**config.mk**
```make
export PLATFORM = sky130hd
export DESIGN_NAME = button_conditioner_flat
export DESIGN_NICKNAME = d
export VERILOG_FILES = /design/src/rtl/btn_pkg.sv /design/src/rtl/button_conditioner_if.sv /design/src/rtl/btn_channel.sv /design/src/rtl/button_conditioner.sv /design/src/flat_wrapper.sv
export SDC_FILE = /design/constraint.sdc
export NUM_CORES = 1
export LEC_CHECK = 0
export ABC_AREA = 0
export CAP_MARGIN = 20
export CORE_MARGIN = 5
export CORE_UTILIZATION = 30
export CTS_CLUSTER_SIZE = 24
export DETAILED_ROUTE_END_ITERATION = 10
export HOLD_SLACK_MARGIN = 0.1
export SLEW_MARGIN = 25
export SYNTH_ARGS = -nofsm -noshare
export SYNTH_HDL_FRONTEND = slang
export SYNTH_SLANG_ARGS = --single-unit
```
**constraint.sdc**
```tcl
create_clock -name clk -period 4.7 [get_ports clk]
set_input_delay 0.47 -clock clk [delete_from_list [all_inputs] [get_ports clk]]
set_output_delay 0.47 -clock clk [all_outputs]
set_load 0.03 [all_outputs]
```
**src/rtl/btn_pkg.sv**
```systemverilog
// Shared definitions for the button conditioner: repeat-FSM state encoding
// and the lower limits on legal parameter values.
package btn_pkg;

  typedef enum logic [1:0] {
    RPT_IDLE      = 2'd0,
    RPT_HOLD_WAIT = 2'd1,
    RPT_REPEAT    = 2'd2
  } rpt_state_e;

  localparam int unsigned MIN_N_BTN           = 1;
  localparam int unsigned MIN_SYNC_STAGES     = 2;
  localparam int unsigned MIN_DEBOUNCE_CYCLES = 1;
  localparam int unsigned MIN_REPEAT_DELAY    = 1;
  localparam int unsigned MIN_REPEAT_RATE     = 1;

  function automatic int unsigned max_u(input int unsigned a, input int unsigned b);
    return (a > b) ? a : b;
  endfunction

endpackage

```
**src/rtl/button_conditioner_if.sv**
```systemverilog
// Button bundle: raw inputs and repeat enable in, conditioned levels/pulses out.
interface button_conditioner_if #(
  parameter int unsigned N_BTN = 4
) ();
  logic [N_BTN-1:0] btn_in;
  logic             rep_en;
  logic [N_BTN-1:0] btn_level;
  logic [N_BTN-1:0] btn_press;
  logic [N_BTN-1:0] btn_release;
  logic [N_BTN-1:0] btn_repeat;
  logic             any_press;

  modport master (
    output btn_in, rep_en,
    input  btn_level, btn_press, btn_release, btn_repeat, any_press
  );

  modport slave (
    input  btn_in, rep_en,
    output btn_level, btn_press, btn_release, btn_repeat, any_press
  );
endinterface

```
**src/rtl/btn_channel.sv**
```systemverilog
// One button channel: input synchronizer, debounce counter with registered
// press/release pulses, and an auto-repeat FSM.
module btn_channel
  import btn_pkg::*;
#(
  parameter int unsigned SYNC_STAGES     = 2,
  parameter int unsigned DEBOUNCE_CYCLES = 4,
  parameter int unsigned REPEAT_DELAY    = 10,
  parameter int unsigned REPEAT_RATE     = 3
) (
  input  logic clk,
  input  logic rst,
  input  logic btn_i,
  input  logic rep_en_i,
  output logic level_o,
  output logic press_o,
  output logic release_o,
  output logic repeat_o,
  output logic press_d_o
);

  localparam int unsigned DB_W  = $clog2(DEBOUNCE_CYCLES) + 1;
  localparam int unsigned RPT_W = $clog2(max_u(REPEAT_DELAY, REPEAT_RATE) + 1);
  localparam logic [DB_W-1:0]  DB_LAST = DB_W'(DEBOUNCE_CYCLES - 1);
  localparam logic [RPT_W-1:0] DELAY_V = RPT_W'(REPEAT_DELAY);
  localparam logic [RPT_W-1:0] RATE_V  = RPT_W'(REPEAT_RATE);
  localparam logic [RPT_W-1:0] ONE_V   = RPT_W'(1);

  logic [SYNC_STAGES-1:0] sync_q;
  logic                   synced;
  logic [DB_W-1:0]        db_cnt_q, db_cnt_d;
  logic                   level_q, level_d;
  logic                   press_q, press_d;
  logic                   release_q, release_d;
  logic                   repeat_q, repeat_d;
  logic [RPT_W-1:0]       rpt_cnt_q, rpt_cnt_d;
  rpt_state_e             state_q, state_d;

  assign synced = sync_q[SYNC_STAGES-1];

  always_comb begin
    db_cnt_d  = db_cnt_q;
    level_d   = level_q;
    press_d   = 1'b0;
    release_d = 1'b0;
    if (synced == level_q) begin
      db_cnt_d = '0;
    end else if (db_cnt_q == DB_LAST) begin
      level_d   = synced;
      db_cnt_d  = '0;
      press_d   = synced;
      release_d = ~synced;
    end else begin
      db_cnt_d = db_cnt_q + 1'b1;
    end
  end

  // Repeat FSM: state register
  always_ff @(posedge clk or posedge rst) begin
    if (rst) state_q <= RPT_IDLE;
    else     state_q <= state_d;
  end

  // Repeat FSM: next state; release or disable pre-empts any due repeat
  always_comb begin
    state_d = state_q;
    if (release_d || !rep_en_i) begin
      state_d = RPT_IDLE;
    end else begin
      unique case (state_q)
        RPT_IDLE:      if (press_d) state_d = RPT_HOLD_WAIT;
        RPT_HOLD_WAIT: if (rpt_cnt_q == DELAY_V) state_d = RPT_REPEAT;
        RPT_REPEAT:    state_d = RPT_REPEAT;
        default:       state_d = RPT_IDLE;
      endcase
    end
  end

  // Repeat FSM: outputs and repeat counter
  always_comb begin
    rpt_cnt_d = rpt_cnt_q;
    repeat_d  = 1'b0;
    if (release_d || !rep_en_i) begin
      rpt_cnt_d = '0;
    end else begin
      unique case (state_q)
        RPT_IDLE: rpt_cnt_d = press_d ? ONE_V : '0;
        RPT_HOLD_WAIT: begin
          if (rpt_cnt_q == DELAY_V) begin
            repeat_d  = 1'b1;
            rpt_cnt_d = ONE_V;
          end else begin
            rpt_cnt_d = rpt_cnt_q + 1'b1;
          end
        end
        RPT_REPEAT: begin
          if (rpt_cnt_q == RATE_V) begin
            repeat_d  = 1'b1;
            rpt_cnt_d = ONE_V;
          end else begin
            rpt_cnt_d = rpt_cnt_q + 1'b1;
          end
        end
        default: rpt_cnt_d = '0;
      endcase
    end
  end

  always_ff @(posedge clk or posedge rst) begin
    if (rst) begin
      sync_q    <= '0;
      db_cnt_q  <= '0;
      level_q   <= 1'b0;
      press_q   <= 1'b0;
      release_q <= 1'b0;
      repeat_q  <= 1'b0;
      rpt_cnt_q <= '0;
    end else begin
      sync_q    <= {sync_q[SYNC_STAGES-2:0], btn_i};
      db_cnt_q  <= db_cnt_d;
      level_q   <= level_d;
      press_q   <= press_d;
      release_q <= release_d;
      repeat_q  <= repeat_d;
      rpt_cnt_q <= rpt_cnt_d;
    end
  end

  assign level_o   = level_q;
  assign press_o   = press_q;
  assign release_o = release_q;
  assign repeat_o  = repeat_q;
  assign press_d_o = press_d;

endmodule

```
**src/rtl/button_conditioner.sv**
```systemverilog
// N_BTN independent debounced button channels with auto-repeat and a
// registered any-press flag.
module button_conditioner
  import btn_pkg::*;
#(
  parameter int unsigned N_BTN           = 4,
  parameter int unsigned SYNC_STAGES     = 2,
  parameter int unsigned DEBOUNCE_CYCLES = 4,
  parameter int unsigned REPEAT_DELAY    = 10,
  parameter int unsigned REPEAT_RATE     = 3
) (
  input logic                 clk,
  input logic                 rst,
  button_conditioner_if.slave bus
);

  if (N_BTN < MIN_N_BTN || SYNC_STAGES < MIN_SYNC_STAGES ||
      DEBOUNCE_CYCLES < MIN_DEBOUNCE_CYCLES || REPEAT_DELAY < MIN_REPEAT_DELAY ||
      REPEAT_RATE < MIN_REPEAT_RATE) begin : g_param_check
    $fatal(1, "button_conditioner: illegal parameter value");
  end

  logic [N_BTN-1:0] level, press, release_p, repeat_p, press_d;
  logic             any_press_q;

  for (genvar i = 0; i < N_BTN; i++) begin : g_ch
    btn_channel #(
      .SYNC_STAGES     (SYNC_STAGES),
      .DEBOUNCE_CYCLES (DEBOUNCE_CYCLES),
      .REPEAT_DELAY    (REPEAT_DELAY),
      .REPEAT_RATE     (REPEAT_RATE)
    ) u_ch (
      .clk       (clk),
      .rst       (rst),
      .btn_i     (bus.btn_in[i]),
      .rep_en_i  (bus.rep_en),
      .level_o   (level[i]),
      .press_o   (press[i]),
      .release_o (release_p[i]),
      .repeat_o  (repeat_p[i]),
      .press_d_o (press_d[i])
    );
  end

  always_ff @(posedge clk or posedge rst) begin
    if (rst) any_press_q <= 1'b0;
    else     any_press_q <= |press_d;
  end

  assign bus.btn_level   = level;
  assign bus.btn_press   = press;
  assign bus.btn_release = release_p;
  assign bus.btn_repeat  = repeat_p;
  assign bus.any_press   = any_press_q;

endmodule

```
**src/flat_wrapper.sv**
```systemverilog
// flat-port wrapper written by rule: the top's interface ports become plain ports
module button_conditioner_flat import btn_pkg::*;
#(
  parameter int unsigned N_BTN           = 4,
  parameter int unsigned SYNC_STAGES     = 2,
  parameter int unsigned DEBOUNCE_CYCLES = 4,
  parameter int unsigned REPEAT_DELAY    = 10,
  parameter int unsigned REPEAT_RATE     = 3
)
  (clk, rst, bus_btn_in, bus_rep_en, bus_btn_level, bus_btn_press, bus_btn_release, bus_btn_repeat, bus_any_press);
  button_conditioner_if #(.N_BTN(N_BTN)) bus_i ();
  input logic clk;
  input logic rst;
  input wire logic [$bits(bus_i.btn_in)-1:0] bus_btn_in;
  input wire logic [$bits(bus_i.rep_en)-1:0] bus_rep_en;
  output wire logic [$bits(bus_i.btn_level)-1:0] bus_btn_level;
  output wire logic [$bits(bus_i.btn_press)-1:0] bus_btn_press;
  output wire logic [$bits(bus_i.btn_release)-1:0] bus_btn_release;
  output wire logic [$bits(bus_i.btn_repeat)-1:0] bus_btn_repeat;
  output wire logic [$bits(bus_i.any_press)-1:0] bus_any_press;
  assign bus_i.btn_in = bus_btn_in;
  assign bus_i.rep_en = bus_rep_en;
  assign bus_btn_level = bus_i.btn_level;
  assign bus_btn_press = bus_i.btn_press;
  assign bus_btn_release = bus_i.btn_release;
  assign bus_btn_repeat = bus_i.btn_repeat;
  assign bus_any_press = bus_i.any_press;
  button_conditioner #(.N_BTN(N_BTN), .SYNC_STAGES(SYNC_STAGES), .DEBOUNCE_CYCLES(DEBOUNCE_CYCLES), .REPEAT_DELAY(REPEAT_DELAY), .REPEAT_RATE(REPEAT_RATE)) u_core (.clk(clk), .rst(rst), .bus(bus_i));
endmodule
```
==> summary.md, run 1 <==
| Metric | Value |
|---|---|
| Slew Viols, Final | 0 |
| Status | completed |
| Worst Path Arrival | 1460 ps |
| Most frequent cells in the layout | 61 x dfrtp_1, 30 x ha_1, 23 x clkdlybuf4s50_1 |
| Hold path start | u_core.g_ch[2].u_ch.sync_q[0] |
| Resized Gates After CTS | 0 |
| Max cap viols | 0 |
| Hold crit path type | register to register |
| CP peak stage delay | 710 ps |
| Synthesis-stage register bit count | 61 |
| Total GRT Usage | 0.0937 |
| First-pass GRT wire length | 9420 um |
| Hpwl dp | 3940 um |
| Internal Power | 0.00104 W |
| Sequential share of power | 0.437 |
| Commonest non-fill, non-tap cell in the layout | dfrtp_1 |
| Chip width | 111 um |
| Launching point of the worst reg2reg path | u_core.g_ch[0].u_ch.state_q[1] |
| Post-DR wirelength/cell | 12.9 um |
| GPL Wtd Cong | 0.748 |
| Initial antenna violation count | 0 |
| Pwr Density | 412 mW/mm^2 |
| Post-CTS Setup Bufs | 0 |
| Logic pwr share | 0.230 |
| Vias/cell | 4.60 |
| Yosys cell types | 36 |
| EDFF count, synth | 0 |
| Clk buf depth | 2 |
| CP Capture Type | output pin |
| Die Ht | 111 um |
| Layout cell share with drive strength beyond 1 | 0.0912 |
| Initial Utilization | 0.303 |
| Clock power frac | 0.333 |
| Synth Area in Adders | 0.122 |
| Switch Pwr | 0.000434 W |
| Post-synthesis mux area share | 0.0341 |
| H-tree levels | 3 |
| Simple-gate portion of the synthesized area | 0.188 |
| Num rows | 37 |
| Avg Cell Area, Syn | 11.7 um^2 |
| Hold path cells | 0 |
| Maximum vdd drop | 0.130 mV |
| Buffers & Inverters on Critical Path | 1 |
| DRC violations left | 0 |
| Core area | 0.0102 mm^2 |
| Sw frac | 0.295 |
| Complex-gate fraction of the synthesized area | 0.0589 |
| Synthesized area | 0.00308 mm^2 |
| Startpoint types | register |
| Num CTS Buffers | 9 |
| Clk root buf | clkbuf_8 |
| Seq/Total Area, Yosys | 0.495 |
| Largest net degree at the start of global routing | 62 |
| Gate count of the mapped netlist | 263 |
| Worst-path clk slew | 60 ps |
| Crit. path cell count | 1 |
| Synth Area in XOR/XNOR | 0.0341 |
| Worst setup startpoint | u_core.g_ch[2].u_ch.level_o |
| Place WS | 2670 ps |
| RSZ-0062 raised after global routing | no |
| GRT overflow | 0 |
| Ys flop type | dfrtp_1 |
| Fillers | 998 |
| Slowest CP cell | clkdlybuf4s50_1 |
| Boundary pin count | 24 |
| Vias | 1937 |
| Final worst setup slack | 2770 ps |
| Final Cycle Share | 0.411 |
| Crit path max fanout | 5 |
| Leakage | 1.60 nW |
| Fin crit period | 1930 ps |
| Synth Net Count | 300 |
| CP Data Required Time | 4230 ps |
| Area growth, synth to finish | 15.9% |
| Final Hold Viols | 0 |
| Remaining antenna violation count | 0 |
| Setup TNS | 0 ps |
| Cts hold-fix bufs | 0 |
| CP Class | register to output pin |
| N_diodes | 0 |
| Worst R2R Path Depth | 5 |
| Wirelength, routed | 5440 um |
| Final setup vio count | 0 |
| Highest achievable clock rate | 0.517 GHz |
| Clk Latency, worst-skew pair | 340 ps |
| Slew HR | 0.500 |
| Die area | 0.0124 mm^2 |
| Worst path cell trace | clkdlybuf4s50_1 |
| Sink Count | 61 |
| Initial drt markers | 87 |
| Worst Skew | 2.91 ps |
| Vias in the first global route | 2049 |
| # port buffers | 23 |
| Worst Max-Slew Pin Slew | 750 ps |
| Final net count | 317 |
| Top delay family on crit path | buffers and inverters |
| Drt first pass iters | 5 |
| Yosys warns | 0 |
| CTS tree | built |
| Largest family of logic cells by synthesized area | simple AND/OR/NAND/NOR gates |
| Synth async-reset ratio | 1.00 |
==> registers in the layout, indices dropped and copies added (netlist names) <==
| name | cells |
|---|---|
| u_core.g_ch.u_ch.state_q | 8 |
| u_core.g_ch.u_ch.sync_q | 8 |
| u_core.g_ch.u_ch.db_cnt_q | 12 |
| u_core.bus.any_press | 1 |
| u_core.g_ch.u_ch.rpt_cnt_q | 16 |
| u_core.g_ch.u_ch.release_o | 4 |
| u_core.g_ch.u_ch.level_o | 4 |
| u_core.g_ch.u_ch.press_o | 4 |
| u_core.g_ch.u_ch.repeat_o | 4 |
==> logic make-up (layout without fill, tap and decap cells) <==
family,after synthesis,in the layout
multiplexers,10,10
flip-flops,61,61
AND/OR/NAND/NOR,88,88
AO/OA/AOI/OAI,23,23
XOR/XNOR,12,12
adder cells (fa/ha/maj),30,30
buffers and inverters,39,61
==> per-layer routing <==
layer  vias to the layer above  part of all wire  track usage
li1                        953                 -            -
met1                       946              0.46        0.111
met5                         -                 0            0
met4                         0             0.023       0.0495
met3                        12             0.038       0.0293
met2                        26              0.47        0.153
==> final cells by class <==
class,instances,area (um^2),area share
clock buffers,13,169,0.0473
clock inverters,3,42.5,0.0119
inverters,21,78.8,0.0221
multi-input cells,163,1350,0.377
flip-flops and latches,61,1530,0.427
well taps,136,170,0.0476
repair buffers,24,238,0.0665
==> synthesized netlist by cell type (3+ instances only) <==
cell type | count | share of area
nand3_1 | 20 | 0.032
nand3b_1 | 10 | 0.024
ha_1 | 30 | 0.12
nor2_1 | 8 | 0.0097
nor3_1 | 4 | 0.0065
xor2_1 | 4 | 0.011
mux2i_1 | 6 | 0.019
mux2_2 | 4 | 0.015
nor3b_1 | 7 | 0.017
nor4_1 | 12 | 0.024
or3_1 | 3 | 0.0061
dfrtp_1 | 61 | 0.50
buf_4 | 16 | 0.039
a211oi_1 | 5 | 0.012
xnor2_1 | 8 | 0.023
a21o_1 | 4 | 0.0097
inv_1 | 20 | 0.024
nor4b_1 | 3 | 0.0085
nand4bb_1 | 5 | 0.018
nor4bb_1 | 3 | 0.0097
a21oi_1 | 4 | 0.0065
nor2b_1 | 5 | 0.010
a2bb2oi_1 | 4 | 0.011
nand2_1 | 3 | 0.0037
==> per-stage QoR <==
stage | std cells | util | total power (W) | area (um^2) | hold WS (ps)
after global routing | 421 | 0.351 | 0.00155 | 3570 | 361
final | 421 | 0.351 | 0.00147 | 3570 | 349
after detailed placement | 405 | 0.330 | 0.000996 | 3360 | 336
after CTS | 421 | 0.351 | 0.00149 | 3570 | 353
after global placement | 405 | 0.330 | 0.000988 | 3360 | 334
after floorplan | 263 | - | 0.000920 | 3080 | 331
==> power groups by stage <==
stage | logic (W) | clock network, W | registers [W]
global route | 0.000373 | 0.000527 | 0.000652
global placement | 0.000336 | 0 | 0.000652
detailed placement | 0.000343 | 0 | 0.000653
CTS | 0.000344 | 0.000505 | 0.000644
floorplan | 0.000274 | 0 | 0.000646
finish | 0.000339 | 0.000489 | 0.000643
==> worst reg2reg max path, delay by kind of cell (launching register included) <==
kind / cells / cell delay, ps
simple gates: 3 / 760
fa+ha+maj: 1 / 260
flops: 1 / 420
buf+inv: 1 / 100
==> worst paths after layout <==
| path | endpoint | slack [ps] |
|---|---|---|
| setup / recovery | bus_btn_level[2] | 2770 |
| hold / removal | u_core.g_ch[2].u_ch.sync_q[1] | 350 |
| setup reg to reg | u_core.g_ch[0].u_ch.rpt_cnt_q[2] | 3060 |
| hold reg to reg | u_core.g_ch[2].u_ch.sync_q[1] | 350 |
| max in group asynchronous | u_core.g_ch[3].u_ch.press_o | 3540 |
| min in group asynchronous | u_core.g_ch[2].u_ch.release_o | 680 |
(Power assumes the default switching activity.)
==> inputs of run 2 (changes only) <==
clock period = 1.55 ns   (was 4.7 ns; I/O delays follow)
==> run 2 against run 1 <==
Sequential power grew to 3.0 times the previous value; power grew to 3.2 times the previous value; sequential share of layout area is 3.6 points lower; combinational power grew to 3.4 times the previous value; register-to-register slack worse by 3000 ps; non-clock buffer count is 26 higher; core utilization is 3.2 points higher; via count is 4.9% higher; first-iteration DRC count is 17% lower; sequential cell count stayed put; count of clock-buffer cells in the layout is 3 lower; clock power grew to 3.2 times the previous value; critical path type is now register to register; critical endpoint is now u_core.g_ch[0].u_ch.rpt_cnt_q[2]; largest power group unchanged; highest routed layer unchanged.
==> summary.md, run 2 (synthesis results as in run 1) <==
| Metric | Value |
|---|---|
| Worst-path clk slew | 80 ps (+20 ps) |
| Layout Cells excl Fill | 447 (+6.2%) |
| CP Data Required Time | 1800 ps (-2430 ps) |
| GPL Wtd Cong | 0.789 (+5.5%) |
| Slew HR | 0.773 (+0.273) |
| CP Capture Type | register |
| Final setup vio count | 0 (unchanged) |
| Startpoint types | register |
| Hpwl dp | 3980 um (+0.96%) |
| Die Ht | 111 um (unchanged) |
| Area growth, synth to finish | 26.5% |
| Num CTS Buffers | 9 (unchanged) |
| Vias in the first global route | 2017 (-1.6%) |
| Multi-input gate area | 0.00145 mm^2 (+7.5%) |
| Num rows | 37 (unchanged) |
| Largest net degree at the start of global routing | 62 (unchanged) |
| Clk root buf | clkbuf_8 |
| Max FFs per register | 16 (unchanged) |
| Fin crit period | 1500 ps |
| Register area | 0.00153 mm^2 (unchanged) |
| Final Cycle Share | 0.968 |
| Slowest CP cell | or3_1 |
| Dpl cells | 427 (+5.4%) |
| Highest achievable clock rate | 0.666 GHz |
| Biggest regs | u_core.g_ch.u_ch.rpt_cnt_q (16), u_core.g_ch.u_ch.db_cnt_q (12) |
| GRT overflow | 0 (unchanged) |
| H-tree levels | 3 (unchanged) |
| N_diodes | 0 (unchanged) |
| RSZ-0062 raised after global routing | yes |
| Boundary pin count | 24 (unchanged) |
| Launching point of the worst reg2reg path | u_core.g_ch[0].u_ch.state_q[1] |
| First-pass GRT wire length | 9590 um (+1.8%) |
| Wirelength, routed | 5700 um (+4.9%) |
| CTS tree | built |
| CP Class | register to register |
| # port buffers | 23 (unchanged) |
| Remaining antenna violation count | 0 (unchanged) |
| Chip width | 111 um (unchanged) |
| Clk buf depth | 2 (unchanged) |
| Final net count | 343 (+8.2%) |
| Maximum vdd drop | 0.440 mV (+240%) |
| Worst setup startpoint | u_core.g_ch[0].u_ch.state_q[1] |
| Largest register by flop count | u_core.g_ch.u_ch.rpt_cnt_q |
| Hold crit path type | input port to asynchronous set/reset pin |
| Initial drt markers | 72 (-17%) |
| Placed Area | 0.00355 mm^2 (+5.8%) |
| Vias/cell | 4.55 (-1.2%) |
| Status | completed |
| Crit path max fanout | 4 (-1) |
| Slew Viols, Final | 0 (unchanged) |
| Total GRT Usage | 0.0961 (+0.00244) |
| Core area | 0.0102 mm^2 (unchanged) |
| Clk Latency, worst-skew pair | 340 ps (about the same) |
| Max cap viols | 0 (unchanged) |
| Final Hold Viols | 0 (unchanged) |
| Worst Skew | 9.43 ps (+6.52 ps) |
| Worst path cell trace | inv_1, ha_2, nor4b_1, or3_1, nor4_1 |
| Initial antenna violation count | 0 (unchanged) |
| Layout cell share with drive strength beyond 1 | 0.228 (+0.137) |
| Die area | 0.0124 mm^2 (unchanged) |
| DRC violations left | 0 (unchanged) |
| Worst Path Arrival | 1750 ps (+290 ps) |
| Power consumption | 0.00465 W (+220%) |
| Drt first pass iters | 4 (-1) |
| CP peak stage delay | 430 ps (-280 ps) |
| Vias | 2032 (+4.9%) |
| Cts hold-fix bufs | 0 (unchanged) |
| Pwr Density | 1190 mW/mm^2 (+190%) |
| Final instance area | 0.00390 mm^2 (+9.1%) |
| Commonest non-fill, non-tap cell in the layout | dfrtp_1 |
| Final core utilization | 0.383 (+0.0321) |
| Initial Utilization | 0.303 (unchanged) |
| Worst Max-Slew Pin Slew | 340 ps (-410 ps) |
| Post-DR wirelength/cell | 12.8 um (-1.2%) |
| Most frequent cells in the layout | 61 x dfrtp_1, 25 x buf_4, 20 x nand3_1, 20 x ha_1, 18 x inv_1 |
| Fillers | 982 (-1.6%) |
| Leakage | 1.77 nW (+11%) |
| Sink Count | 61 (unchanged) |
[run 2: cell count changes in the layout (fill, tap and decap cells not counted), sizes merged]
| cell | before | now |
|---|---|---|
| buf | 1 | 27 |
| clkdlybuf4s50 | 23 | 15 |
| dlygate4sd2 | 0 | 6 |
| clkbuf | 13 | 10 |
| clkinvlp | 1 | 4 |
| dlymetal6s2s | 0 | 2 |
| bufinv | 1 | 2 |
| inv | 21 | 20 |
[run 2: cell type report]
| class | instances | share of cell area |
|---|---|---|
| Timing Repair Buffer | 50 | 0.117 |
| Clock buffer | 10 | 0.0327 |
| Tap cell | 136 | 0.0436 |
| Clock inverter | 6 | 0.0225 |
| Multi-Input combinational cell | 163 | 0.372 |
| Inverter | 21 | 0.0212 |
| Sequential cell | 61 | 0.392 |
[run 2: through the flow]
stage	TNS [ps]	hold WS [ps]	worst slack (ps)
finish	0	216	49.1
floorplan	0	186	103
global placement	0	336	2.39
CTS	0	234	6.78
global route	-118	234	-43.5
detailed placement	-60.9	337	-48.1
[run 2: final timing paths]
kind / endpoint / slack, ps / cells past startpoint
worst min register to register: u_core.g_ch[2].u_ch.sync_q[1] / 350 / 0
worst max-delay path: u_core.g_ch[0].u_ch.rpt_cnt_q[2] / 50 / 5
max in group asynchronous: u_core.g_ch[2].u_ch.state_q[1] / 1020 / 3
worst max register to register: u_core.g_ch[0].u_ch.rpt_cnt_q[2] / 50 / 5
worst min-delay path: u_core.g_ch[2].u_ch.level_o / 220 / 3
min in group clk: u_core.g_ch[0].u_ch.sync_q[0] / 250 / 1
[run 2: timing repair]
action / in CTS / in global routing
pin swaps: 1 / 6
hold endpoints to repair: 0 / 0
endpoints found under the setup margin: 8 / 13
resized for setup: 9 / 21
buffers inserted: 1 / 3
[run 2: power breakdown]
group	switching, W	total [W]	internal [W]
Combinational	0.000592	0.00114	0.000551
Sequential	0.000160	0.00195	0.00179
Clock	0.000649	0.00155	0.000902
[run 2: worst max-delay path, delay by kind of cell, from the launching register on]
kind | cells | cell delay (ps)
adder cells (fa/ha/maj) | 1 | 220
buffers and inverters | 1 | 90
flip-flops | 1 | 390
AND/OR/NAND/NOR | 3 | 720
[run 2: routing by layer]
metal	up-vias	share of wire	track usage	wire, um
met3	10	0.051	0.0348	291
met4	0	0.017	0.0462	98
li1	1005	-	-	-
met5	-	0	0	0
met2	34	0.48	0.149	2730
met1	983	0.45	0.119	2580
